<file path="config.mk">
export PLATFORM = sky130hd
export DESIGN_NAME = pattern_seq_detector
export DESIGN_NICKNAME = d
export VERILOG_FILES = /design/src/rtl/pattern_seq_detector_pkg.sv /design/src/rtl/pattern_seq_detector_prefix_matcher.sv /design/src/rtl/pattern_seq_detector.sv
export SDC_FILE = /design/constraint.sdc
export NUM_CORES = 1
export LEC_CHECK = 0
export CORE_MARGIN = 3
export CORE_UTILIZATION = 45
export DETAILED_ROUTE_END_ITERATION = 8
export HOLD_SLACK_MARGIN = 0.02
export PLACE_DENSITY = 0.73
export SLEW_MARGIN = 10
export SYNTH_ARGS = -nofsm -noshare
export SYNTH_HDL_FRONTEND = slang
export SYNTH_SLANG_ARGS = --single-unit
export TNS_END_PERCENT = 30
</file>
<file path="constraint.sdc">
create_clock -name clk_o -period 3.7 [get_ports clk_o]
set_input_delay 1.11 -clock clk_o [delete_from_list [all_inputs] [get_ports clk_o]]
set_output_delay 1.11 -clock clk_o [all_outputs]
set_load 0.02 [all_outputs]
</file>
<file path="src/rtl/pattern_seq_detector_pkg.sv">
// Shared defaults, mode encoding and width helper for the pattern sequence detector.
package pattern_seq_detector_pkg;

    localparam int         PAT_MAX_LEN_C = 8;
    localparam int         CNT_W_C       = 8;
    localparam logic [7:0] DEF_PAT_C     = 8'b0010_1011;
    localparam int         DEF_LEN_C     = 6;
    localparam bit         DEF_OVL_C     = 1'b1;

    // After a full match, overlapping mode keeps the longest border of the
    // pattern as the new prefix; non-overlapping mode starts from scratch.
    typedef enum logic {
        MODE_NOVL = 1'b0,
        MODE_OVL  = 1'b1
    } ovl_mode_e;

    // Width able to hold any length from 0 up to max_len inclusive.
    function automatic int len_w_f(input int max_len);
        return $clog2(max_len + 1);
    endfunction

endpackage

</file>
<file path="src/rtl/pattern_seq_detector_prefix_matcher.sv">
// Combinational matcher: compares the bit history (newest bit at index 0)
// against the programmed pattern and finds the longest proper prefix that
// the history currently ends with. Only bits actually sampled (vld_i) count.
module prefix_matcher
    import pattern_seq_detector_pkg::*;
#(
    parameter int  PAT_MAX_LEN = PAT_MAX_LEN_C,
    localparam int LEN_W       = len_w_f(PAT_MAX_LEN)
) (
    input  logic [PAT_MAX_LEN-1:0] hist_i,
    input  logic [LEN_W-1:0]       vld_i,
    input  logic [PAT_MAX_LEN-1:0] pat_i,
    input  logic [LEN_W-1:0]       len_i,
    output logic                   hit_o,
    output logic [LEN_W-1:0]       pfx_o
);

    // Mask selecting the k least significant bits.
    function automatic logic [PAT_MAX_LEN-1:0] low_mask_f(input int k);
        logic [PAT_MAX_LEN-1:0] m;
        for (int i = 0; i < PAT_MAX_LEN; i++) begin
            m[i] = (i < k);
        end
        return m;
    endfunction

    logic [PAT_MAX_LEN-1:0] len_mask_s;

    // Full-length compare plus ascending search for the longest matching prefix.
    // The first k pattern bits are pat[len-1 -: k], so they line up with the
    // k newest history bits once the pattern is shifted right by len-k.
    always_comb begin
        len_mask_s = low_mask_f(int'(len_i));
        hit_o      = (vld_i >= len_i) &&
                     ((hist_i & len_mask_s) == (pat_i & len_mask_s));
        pfx_o      = '0;
        for (int k = 1; k < PAT_MAX_LEN; k++) begin
            pfx_o = ((k < int'(len_i)) && (k <= int'(vld_i)) &&
                     ((hist_i & low_mask_f(k)) ==
                      ((pat_i >> (int'(len_i) - k)) & low_mask_f(k))))
                    ? LEN_W'(k) : pfx_o;
        end
    end

endmodule

</file>
<file path="src/rtl/pattern_seq_detector.sv">
// Programmable serial pattern detector: keeps a bit history and a count of
// valid bits, reports a one-cycle registered match flag, the current matched
// prefix length and a saturating match counter.
module pattern_seq_detector
    import pattern_seq_detector_pkg::*;
#(
    parameter int                     PAT_MAX_LEN = PAT_MAX_LEN_C,
    parameter int                     CNT_W       = CNT_W_C,
    parameter logic [PAT_MAX_LEN-1:0] DEF_PAT     = PAT_MAX_LEN'(DEF_PAT_C),
    parameter int                     DEF_LEN     = DEF_LEN_C,
    parameter bit                     DEF_OVL     = DEF_OVL_C,
    localparam int                    LEN_W       = len_w_f(PAT_MAX_LEN)
) (
    input  logic                   clk_o,
    input  logic                   reset,
    input  logic                   x,
    input  logic                   en,
    input  logic                   load,
    input  logic [PAT_MAX_LEN-1:0] pat_in,
    input  logic [LEN_W-1:0]       len_in,
    input  logic                   ovl_in,
    output logic                   z,
    output logic [LEN_W-1:0]       state_q,
    output logic [CNT_W-1:0]       match_cnt
);

    // The history only needs PAT_MAX_LEN-1 old bits; the live x completes it.
    logic [PAT_MAX_LEN-1:0] pat_q, pat_d, hist_sh_s;
    logic [PAT_MAX_LEN-2:0] hist_q, hist_d;
    logic [LEN_W-1:0]       len_q, len_d, vld_q, vld_d, vld_inc_s;
    logic [LEN_W-1:0]       state_d, pfx_s, len_clamp_s;
    ovl_mode_e              ovl_q, ovl_d;
    logic                   z_q, z_d, hit_s;
    logic [CNT_W-1:0]       cnt_q, cnt_d;

    assign hist_sh_s = {hist_q, x};
    assign vld_inc_s = (vld_q == LEN_W'(PAT_MAX_LEN)) ? vld_q : vld_q + LEN_W'(1);
    assign z         = z_q;
    assign match_cnt = cnt_q;

    prefix_matcher #(
        .PAT_MAX_LEN (PAT_MAX_LEN)
    ) u_matcher (
        .hist_i (hist_sh_s),
        .vld_i  (vld_inc_s),
        .pat_i  (pat_q),
        .len_i  (len_q),
        .hit_o  (hit_s),
        .pfx_o  (pfx_s)
    );

    // Clamp the requested length into 1..PAT_MAX_LEN before latching.
    always_comb begin
        if (len_in == '0) begin
            len_clamp_s = LEN_W'(1);
        end else if (len_in > LEN_W'(PAT_MAX_LEN)) begin
            len_clamp_s = LEN_W'(PAT_MAX_LEN);
        end else begin
            len_clamp_s = len_in;
        end
    end

    // Next-state selection: load wins, then a sampled bit, otherwise hold.
    always_comb begin
        pat_d   = pat_q;
        len_d   = len_q;
        ovl_d   = ovl_q;
        hist_d  = hist_q;
        vld_d   = vld_q;
        state_d = state_q;
        z_d     = 1'b0;
        cnt_d   = cnt_q;
        if (load) begin
            pat_d   = pat_in;
            len_d   = len_clamp_s;
            ovl_d   = ovl_mode_e'(ovl_in);
            hist_d  = '0;
            vld_d   = '0;
            state_d = '0;
            cnt_d   = '0;
        end else if (en) begin
            if (hit_s) begin
                z_d   = 1'b1;
                cnt_d = (&cnt_q) ? cnt_q : cnt_q + CNT_W'(1);
                if (ovl_q == MODE_OVL) begin
                    hist_d  = hist_sh_s[PAT_MAX_LEN-2:0];
                    vld_d   = vld_inc_s;
                    state_d = pfx_s;
                end else begin
                    hist_d  = '0;
                    vld_d   = '0;
                    state_d = '0;
                end
            end else begin
                hist_d  = hist_sh_s[PAT_MAX_LEN-2:0];
                vld_d   = vld_inc_s;
                state_d = pfx_s;
            end
        end else begin
            hist_d  = hist_q;
            vld_d   = vld_q;
            state_d = state_q;
        end
    end

    // State registers; reset restores the default pattern and clears progress.
    always_ff @(posedge clk_o or posedge reset) begin
        if (reset) begin
            pat_q   <= DEF_PAT;
            len_q   <= LEN_W'(DEF_LEN);
            ovl_q   <= ovl_mode_e'(DEF_OVL);
            hist_q  <= '0;
            vld_q   <= '0;
            state_q <= '0;
            z_q     <= 1'b0;
            cnt_q   <= '0;
        end else begin
            pat_q   <= pat_d;
            len_q   <= len_d;
            ovl_q   <= ovl_d;
            hist_q  <= hist_d;
            vld_q   <= vld_d;
            state_q <= state_d;
            z_q     <= z_d;
            cnt_q   <= cnt_d;
        end
    end

endmodule
</file>
==> impl_results.md <==
* Post-CTS setup-driven buffer insertion count at 0
* 1st-pass router iterations at 7
* Endpoint class of the critical path: flop
* Post-route antenna net violation count at 0
* Sequential area share after synthesis at 22.0%
* Chip Width at 102 µm
* Relative contribution of the clock network to total power at 20.5%
* Largest vdd supply drop at 150 µV
* Syn Area/Cell at 8.60 µm²
* 1st-iter DRT viols at 334
* Depth of the worst register-to-register path at 10
* Switching component of the power at 603 µW
* Number of distinct library cells after synthesis at 85
* Total placed instance area at 0.00453 mm²
* Area growth from synthesis to layout at 11.8%
* Clock latency reported for the late side of the worst-skew pair at 0.30 ns
* Initial Util at 47.0%
* Library cell with the largest summed area after synthesis: dfrtp_1
* Gate count of the mapped netlist at 481
* Pin count of the biggest net entering global routing at 36
* Total internal power at 850 µW
* Worst path most repeated cell: ha_1
* Worst stage delay on the critical path at 0.64 ns
* Detailed Route WL at 12100 µm
* Tightest Hold Check Type: reg -> reg
* Via count of the first global-routing pass at 3842
* Residual DRC at 0
* Relative slew slack at 33.4%
* Required arrival time at the worst endpoint at 3.93 ns
* Reported max-cap violation count at 0
* Layout Nets at 541
* Placement Rows at 34
* FF-to-FF setup slack at 0.38 ns
* Maximum buffer depth of the clock tree at 2
* Unrepaired setup endpoints after global routing: false
* GRT Resource Usage Total at 24.4%
* Number of hold violations in the final report at 0
* Slowest library cell on the worst path: dfstp_2
* Proportion of power drawn by combinational gates at 47.2%
* Clock buffer count from CTS at 5
* DR vias/cell at 6.53
* Overall die height at 102 µm
* Net Sw Frac at 41.5%
* Synthesized netlist net count at 523
* Leak Pwr at 0.00176 µW
* Antenna diode count at 0
* Total via count in the routed design at 3969
* Clock Tree Root: clkbuf_8
* Post-CTS clock slew at the launch and capture registers of the worst setup and hold paths at 0.09 ns
* Number of synthesized register bits at 36
* Global route total overflow at 0
* Type of the worst setup path: reg -> reg
* Cell depth of the worst min-delay path at 2
* Final-report max-slew violation count at 0
* Predominant post-synthesis flop cell: dfrtp_1
* RePlAce Congestion at 0.987
* Worst slew pin tran at 0.996 ns
* Setup Total Neg Slack at 0 ns
* CTS HTree Levels at 2
* Wire length of the first global-routing pass at 20100 µm
* CP startpoint kind: flop
* Fraction of synthesized cell area taken by the top area cell type at 17.5%
* Asr flop ratio synth at 100%
* Number of antenna violations at the first check in global routing at 0
* Maximum clock frequency at 301 MHz
* Hold buffer count at cts at 0
* Number of warnings reported in the yosys synthesis log at 0
* Post-synthesis cell area at 0.00414 mm²
* Reg power frac at 32.3%
* Commonest cells in the netlist: nor2_1 (39), nand2_1 (37), dfrtp_1 (29)
* Final setup violation count at 0
* I/O pin count at 31
* Die outline area at 0.0104 mm²
* Fraction of final layout cells sized beyond drive strength 1 at 16.4%
* Area inside the core boundary at 0.00881 mm²
* CP delay by family, top: simple AND/OR/NAND/NOR gates
* Arrival time at the worst endpoint at 3.55 ns
* CTS tree: done
* Layout Skew at 0.0120 ns
* Finished layout cell area at 0.00462 mm²
* EDFF count, synth at 0
* Number of sinks on the clock net at 36
* Minimum clock period at 3.32 ns
* Total number of cells along the worst setup path at 10
* Count of instances resized after the clock tree is built at 0
* Status: complete, no violations
* Port buffer count at 29
* Cell-by-cell trace of the critical path: ha_1 -> ha_1 -> mux2_4 -> a32o_1 -> a211oi_2 -> nand3_2 -> nor3_4 -> o2111ai_2 -> or3_1 -> a21oi_1
* CP Max Fanout at 8
* Most frequent cell after synthesis: nor2_1
* Post-DR wirelength/cell at 19.9 µm
* HPWL after DPL at 8920 µm
* Count of buffer and inverter cells on the critical path at 0
* Period Utilization, post-route at 89.7%
* PD cells at 314 mW/mm²
* Largest cells by area after synthesis: dfrtp_1 (18%), ha_1 (7.3%), mux4_2 (5.4%), mux2_2 (5.2%), dfstp_2 (4.4%)
-- per-stage QoR --
stage	worst slack, ns	cells	utilization (%)	power, µW	hold WS, ns
floorplan	0.279	481	-	964	0.494
global placement	0.323	600	51.4	1130	0.497
detailed placement	0.212	600	51.4	1140	0.504
CTS	0.315	608	52.5	1450	0.521
global route	0.227	608	52.5	1550	0.545
finish	0.382	608	52.5	1450	0.514
-- cell type report --
cell class,count,area [µm²]
multi-input cells,390,2980
well taps,108,135
inverters,19,71.3
flip-flops and latches,36,910
fillers,815,4180
clock buffers,5,68.8
clock inverters,3,23.8
repair buffers,47,438
-- cell usage in the layout, fill, tap and decap left out, types with 10 or more instances in the layout --
cell type        synthesis  routed
dfrtp_1                 29      29
nor2_1                  39      38
nand2_1                 37      37
nand3_1                 10      10
inv_1                   16      16
clkdlybuf4s50_1          0      29
mux2_2                  19      19
o21ai_0                 20      20
a21oi_1                 21      21
nand2b_1                11      11
mux2i_1                 12      12
buf_4                    1      17
mux4_2                  10      10
xor2_1                  13      13
ha_1                    24      24
xnor2_1                 15      15
nor3_1                  10      10
-- registers in the layout, summed over array words and instances, names as in the netlist --
name	cells
ovl_q	1
hist_q	7
len_q	4
state_q	3
vld_q	4
match_cnt	8
pat_q	8
z	1
-- power by group through the flow --
stage | logic [µW] | clock network [µW] | registers, µW
floorplan | 523 | 0 | 441
global placement | 651 | 0 | 474
detailed placement | 668 | 0 | 475
CTS | 673 | 305 | 468
global route | 744 | 327 | 474
finish | 686 | 298 | 470
-- worst register-to-register path: stages (launching register included) --
cell and delay (ns):
dfstp_2 0.64, ha_1 0.31, ha_1 0.24, mux2_4 0.32, a32o_1 0.25, a211oi_2 0.26, nand3_2 0.18, nor3_4 0.35
o2111ai_2 0.19, or3_1 0.35, a21oi_1 0.16
-- worst paths after layout --
check	from	to
max in group asynchronous	reset	pat_q[3]$_DFFE_PP1P_
max reg2reg	len_q[2]$_DFFE_PP1P_	match_cnt[7]$_DFFE_PP0P_
min reg2reg	state_q[1]$_DFFE_PP0P_	state_q[1]$_DFFE_PP0P_
min	state_q[1]$_DFFE_PP0P_	state_q[1]$_DFFE_PP0P_
min in group asynchronous	reset	vld_q[1]$_DFFE_PP0P_
max	len_q[2]$_DFFE_PP1P_	match_cnt[7]$_DFFE_PP0P_
-- metal layers --
metal | GRT usage [%] | part of all wire, % | wire length, µm
met4 | 5.85 | 2.7 | 325
met1 | 34.4 | 43 | 5240
met5 | 0 | 0 | 0
met2 | 40.0 | 46 | 5570
met3 | 3.14 | 7.8 | 936
-- cell families (layout without fill, tap and decap cells) --
family	count (synthesis)	in the layout	synth area share [%]
buf+inv	55	74	6.08
fa+ha+maj	24	24	7.26
flops	36	36	22.0
compound gates	131	131	23.4
simple gates	162	162	20.6
xor+xnor	29	29	6.32
other cells	1	1	0.0907
mux	43	43	14.3
No activity file was read; power rests on OpenSTA's default activity.
